[config.mk]
export PLATFORM = sky130hd
export DESIGN_NAME = icache_mem_adapter
export DESIGN_NICKNAME = d
export VERILOG_FILES = /design/src/rtl/icache_mem_adapter.sv
export SDC_FILE = /design/constraint.sdc
export NUM_CORES = 1
export LEC_CHECK = 0
export CORE_AREA = 2 2 286 288
export CTS_CLUSTER_DIAMETER = 150
export CTS_CLUSTER_SIZE = 8
export DETAILED_ROUTE_END_ITERATION = 10
export DIE_AREA = 0 0 288 290
export GPL_ROUTABILITY_DRIVEN = 0
export GPL_TIMING_DRIVEN = 0
export MAX_ROUTING_LAYER = met4
export PLACE_DENSITY = 0.47
export RECOVER_POWER = 50
export REMOVE_ABC_BUFFERS = 1
export SKIP_CTS_REPAIR_TIMING = 1
export SYNTH_ARGS = -nofsm -noshare
export SYNTH_HDL_FRONTEND = slang
export SYNTH_SLANG_ARGS = --single-unit
export TNS_END_PERCENT = 50
[constraint.sdc]
create_clock -name clk -period 2.46 [get_ports clk]
set_clock_uncertainty 0.2 [all_clocks]
set_input_delay 0.492 -clock clk [delete_from_list [all_inputs] [get_ports clk]]
set_output_delay 0.492 -clock clk [all_outputs]
set_load 0.01 [all_outputs]
[src/rtl/icache_mem_adapter.sv]
// icache line refill -> BEATS fetch reads, reassembles out-of-order beats into one line; optional ICACHE_MEM_ADAPTER_CRITICAL_WORD_FIRST_EN.
// Latency: first fetch read the cycle after txreq accept; line returned the cycle after the last beat lands.
// Backpressure: one line in flight; txreq_rdy only in IDLE, fetch addr/id and rxdat held until accepted.
module icache_mem_adapter #(
  parameter int ADDR_WIDTH       = 32,
  parameter int LINE_WIDTH       = 512,
  parameter int FETCH_DATA_WIDTH = 128,
  parameter int ENTRY_ID_WIDTH   = 5,
  parameter int MEM_ID_WIDTH     = 4
) (
  input  logic                                 clk,
  input  logic                                 rst_n,
  input  logic                                 downstream_txreq_vld,
  output logic                                 downstream_txreq_rdy,
  input  logic [ADDR_WIDTH-1:0]                downstream_txreq_pld,
  input  logic [ENTRY_ID_WIDTH-1:0]            downstream_txreq_entry_id,
  output logic                                 downstream_rxdat_vld,
  input  logic                                 downstream_rxdat_rdy,
  output logic [ENTRY_ID_WIDTH+LINE_WIDTH-1:0] downstream_rxdat_pld,
  output logic                                 fetch_mem_req_vld,
  input  logic                                 fetch_mem_req_rdy,
  output logic [ADDR_WIDTH-1:0]                fetch_mem_req_addr,
  output logic [MEM_ID_WIDTH-1:0]              fetch_mem_req_entry_id,
  input  logic                                 fetch_mem_ack_vld,
  output logic                                 fetch_mem_ack_rdy,
  input  logic [FETCH_DATA_WIDTH-1:0]          fetch_mem_ack_data,
  input  logic [MEM_ID_WIDTH-1:0]              fetch_mem_ack_entry_id
);

  localparam int BEATS     = LINE_WIDTH / FETCH_DATA_WIDTH;
  localparam int BEAT_BITS = $clog2(BEATS);
  localparam int LINE_OFF  = $clog2(LINE_WIDTH / 8);
  localparam int BEAT_OFF  = $clog2(FETCH_DATA_WIDTH / 8);

  typedef enum logic [1:0] {IDLE, REQ, WAIT, RESP} state_t;

  state_t                                     state, state_nxt;
  logic [BEAT_BITS:0]                         issue_cnt, issue_cnt_nxt;
  logic [BEATS-1:0]                           mask, mask_nxt;
  logic [BEATS-1:0][FETCH_DATA_WIDTH-1:0]     line_q;
  logic [ADDR_WIDTH-1:0]                      line_base;
  logic [ENTRY_ID_WIDTH-1:0]                  entry_id_q;
  logic [BEAT_BITS-1:0]                       crit_q;
  logic [BEAT_BITS-1:0]                       beat;
  logic [BEAT_BITS-1:0]                       ack_slot;
  logic                                       txreq_fire, req_fire, ack_fire;
  logic                                       all_issued, all_acked;

  // Handshakes decoded from state so the FSM block has no combinational feedback.
  assign txreq_fire = (state == IDLE) && downstream_txreq_vld;
  assign req_fire   = (state == REQ) && fetch_mem_req_rdy;
  assign ack_fire   = ((state == REQ) || (state == WAIT)) && fetch_mem_ack_vld;
  assign ack_slot   = fetch_mem_ack_entry_id[BEAT_BITS-1:0];

  assign issue_cnt_nxt = issue_cnt + (BEAT_BITS+1)'(req_fire);
  assign mask_nxt      = mask | (ack_fire ? (BEATS'(1) << ack_slot) : '0);
  assign all_issued    = (issue_cnt_nxt == (BEAT_BITS+1)'(BEATS));
  assign all_acked     = &mask_nxt;

  // Issue order rotates from the critical beat; ids and placement stay absolute.
  assign beat                   = crit_q + issue_cnt[BEAT_BITS-1:0];
  assign fetch_mem_req_addr     = line_base + (ADDR_WIDTH'(beat) << BEAT_OFF);
  assign fetch_mem_req_entry_id = MEM_ID_WIDTH'(beat);
  assign downstream_rxdat_pld   = {entry_id_q, line_q};

`ifdef ICACHE_MEM_ADAPTER_CRITICAL_WORD_FIRST_EN
  always_ff @(posedge clk) begin
    if (rst_n) begin
      crit_q <= '0;
    end else if (txreq_fire) begin
      crit_q <= downstream_txreq_pld[LINE_OFF-1:BEAT_OFF];
    end
  end
`else
  assign crit_q = '0;
`endif

  if (MEM_ID_WIDTH > BEAT_BITS) begin : g_id_hi
    logic unused_id_hi;
    assign unused_id_hi = ^fetch_mem_ack_entry_id[MEM_ID_WIDTH-1:BEAT_BITS];
  end

  always_ff @(posedge clk) begin
    if (rst_n) begin
      state <= IDLE;
    end else begin
      state <= state_nxt;
    end
  end

  always_comb begin
    state_nxt            = state;
    downstream_txreq_rdy = 1'b0;
    downstream_rxdat_vld = 1'b0;
    fetch_mem_req_vld    = 1'b0;
    fetch_mem_ack_rdy    = 1'b0;
    case (state)
      IDLE: begin
        downstream_txreq_rdy = 1'b1;
        if (downstream_txreq_vld) state_nxt = REQ;
      end
      REQ: begin
        fetch_mem_req_vld = 1'b1;
        fetch_mem_ack_rdy = 1'b1;
        if (all_issued) state_nxt = all_acked ? RESP : WAIT;
      end
      WAIT: begin
        fetch_mem_ack_rdy = 1'b1;
        if (all_acked) state_nxt = RESP;
      end
      RESP: begin
        downstream_rxdat_vld = 1'b1;
        if (downstream_rxdat_rdy) state_nxt = IDLE;
      end
      default: state_nxt = IDLE;
    endcase
  end

  always_ff @(posedge clk) begin
    if (rst_n) begin
      issue_cnt  <= '0;
      mask       <= '0;
      line_q     <= '0;
      line_base  <= '0;
      entry_id_q <= '0;
    end else begin
      if (txreq_fire) begin
        line_base  <= downstream_txreq_pld & ~ADDR_WIDTH'((1 << LINE_OFF) - 1);
        entry_id_q <= downstream_txreq_entry_id;
        issue_cnt  <= '0;
        mask       <= '0;
      end else begin
        issue_cnt <= issue_cnt_nxt;
        mask      <= mask_nxt;
      end
      // Duplicate acks simply overwrite their slot.
      if (ack_fire) line_q[ack_slot] <= fetch_mem_ack_data;
    end
  end

endmodule

==> results <==
-- power by group through the flow --
stage | sequential, mW | combinational (mW) | clock, mW
finish | 9.94 | 4.94 | 9.54
global route | 10.0 | 5.31 | 10.3
CTS | 9.93 | 4.70 | 9.88
detailed placement | 10.1 | 4.68 | 0
global placement | 10.1 | 4.69 | 0
floorplan | 10.4 | 1.43 | 0
-- critical path: cells and delay by family (launching register included) --
| family | cells | cell delay (ps) |
|---|---|---|
| AO/OA/AOI/OAI | 3 | 590 |
| XOR/XNOR | 1 | 120 |
| adder cells (fa/ha/maj) | 3 | 470 |
| buffers and inverters | 2 | 270 |
| flip-flops | 1 | 360 |
| AND/OR/NAND/NOR | 2 | 490 |
-- sequential cells by signal (all words and copies together) (netlist names) --
name,cells
downstream_rxdat_pld,512
line_base,26
entry_id_q,5
mask,4
issue_cnt,3
state,2
-- metal layers --
metal	part of all wire [%]	vias up
met5	0	-
met4	3.9	0
met3	8.0	160
met2	49	700
met1	39	8915
li1	-	9109
-- stage by stage --
stage	setup WS (ps)	instances	util, %	hold slack [ps]
after floorplan	-2970	2236	-	262
after global placement	-16750	4013	33.3	241
after detailed placement	-1030	4052	34.4	246
after CTS	-648	4135	37.0	12.6
after global routing	-243	4182	37.6	51.2
final	-160	4182	37.6	52.1
-- layout make-up --
cell class | count | area, sq um
clock inverters | 4 | 50.0
flip-flops and latches | 552 | 11100
diodes | 5 | 12.5
multi-input cells | 1682 | 7300
well taps | 1060 | 1330
clock buffers | 79 | 1980
inverters | 5 | 22.5
repair buffers | 795 | 8410
fillers | 8143 | 50000
-- cell usage after synthesis (2+ instances only) --
cell,number,area (sq um)
nand2_1,1089,4090
and2_1,4,25.0
dfxtp_1,552,11100
a21oi_1,544,2720
nand3_1,2,10.0
ha_1,6,75.1
o21a_1,4,30.0
o21ai_0,2,10.0
buf_2,45,225
buf_4,10,75.1
buf_1,6,22.5
mux2i_1,2,20.0
nand2b_1,2,12.5
clkbuf_1,130,488
inv_1,5,18.8
nor2_1,5,18.8
-- logic make-up (layout without fill, tap and decap cells) --
family          Yosys count  count (layout)  synth area share, %
simple gates           1107            1110                 22.0
compound gates          557             557                 14.9
flops                   552             552                 58.2
buf+inv                 196             883                 4.37
fa+ha+maj                 6               6                0.395
mux                       2               2                0.105
other cells               1              11               0.0197
xor+xnor                  1               1               0.0461
-- path summary, 6_finish.rpt --
kind                            depth (start not counted)                 startpoint  slack (ps)                         to
worst max-delay path                                   11                   state[1]        -160                   state[0]
worst min-delay path                                    2                      rst_n          50   downstream_rxdat_pld[66]
worst max register to register                         11                   state[1]        -160                   state[0]
worst min register to register                          2  downstream_rxdat_pld[203]         250  downstream_rxdat_pld[203]
==> flow_metrics.tcl <==
set metrics [dict create \
    ys.flop_type "dfxtp_1" \
    peakVddDrop_mv 0.414 \
    vias_per_cell 4.52 \
    grt_pass1_wl_um 119000 \
    synth.ff_latch_count 552 \
    cts_root_buf "clkbuf_16" \
    worstPathRequired_ps 2750 \
    power.static_leakage_nw 10.1 \
    grt_busiest_layer "met2" \
    io_pins 732 \
    worst_setup_path_start_kind "register" \
    grt_max_degree 155 \
    cap_violations 0 \
    clockBufferDepth 3 \
    setup_viol 2 \
    area_growth_pct 58.8 \
    crit_chain "inv_2, ha_4, and2_4, ha_4, ha_4, xnor2_2, or3_1, a222oi_1, buf_4, a31oi_4, a21boi_2" \
    portBuffers 717 \
    slowest_stage "dfxtp_2" \
    relSlewSlack_pct 25.0 \
    cpPeakStageDelay_ps 360 \
    worstSetupPathType "register to register" \
    final_cell_mix "nand2_1, clkdlybuf4s50_1, dfxtp_1, a21oi_1, clkbuf_16" \
    die_area_sq_mm 0.0835 \
    power.total_mw 24.4 \
    synth_edf_count 0 \
    crit_top_cell "ha_4" \
    core-area_sq_mm 0.0802 \
    tritoncts "built" \
    use_met2_pct 31.2 \
    drv_slew 0 \
    ys_seq_area_share_pct 58.2 \
    finalCritPeriodShare_pct 106 \
    finalWorstSetupSlack_ps -160 \
    critPathCaptureType "register" \
    seq_power_share_pct 40.7 \
    die_x_um 288 \
    drc 0 \
    clock_latency_ps 610 \
    async_reset_ff_share_pct 0 \
    switchingPower_mw 6.96 \
    tightest_slew_ps 1120 \
    vias 18900 \
    tns_ps -294 \
    use_met3_pct 5.50 \
    dp_hpwl_um 55400 \
    fp.dieH_um 290 \
    netlist_area_sq_mm 0.0190 \
    place_area_sq_mm 0.0276 \
    cp.arrival_ps 2910 \
    clockPowerShare_pct 39.1 \
    final_common_cell "nand2_1" \
    rsz0062_at_grt "true" \
    cts_max_level 3 \
    drt_iter0_markers 1211 \
    routedWlPerCell_um 20.0 \
    drive_gt1_share_pct 6.10 \
    p_sw_share_pct 28.5 \
    rows 104 \
    status "complete, but fails checks" \
    fin_area_sq_mm 0.0302 \
    postSynthCellCount 2422 \
    violations "negative setup slack" \
    grt.overflow.total 0 \
    fin_crit_ps 2620 \
    min_path_type "input pin to register" \
    avgSynthCellArea_sq_um 7.84 \
    synthDistinctLibCells 30 \
    p_comb_share_pct 20.2 \
    clk_pin_slew_ps 60 \
    cts_sinks 552 \
    wl_um 83700 \
    met1_usage_pct 21.9 \
    power_density_mw_per_mm2 810 \
    antenna_found_initial 7 \
    final_nets 3295 \
    cts_made_buffers 78 \
    ant_nets 0 \
    grt_util_all_layers_pct 19.2 \
    fmaxAchievable_ghz 0.382 \
    critPathMaxFanout 4 \
    intPower_mw 17.5 \
    initial_core_util_pct 23.7 \
    final_hold_viol_count 0 \
    drt-pass1-iter-count 7 \
    yosysWarnings 0 \
    grt_pass1_vias 17900 \
]
Power figures use the tool's default switching activity.
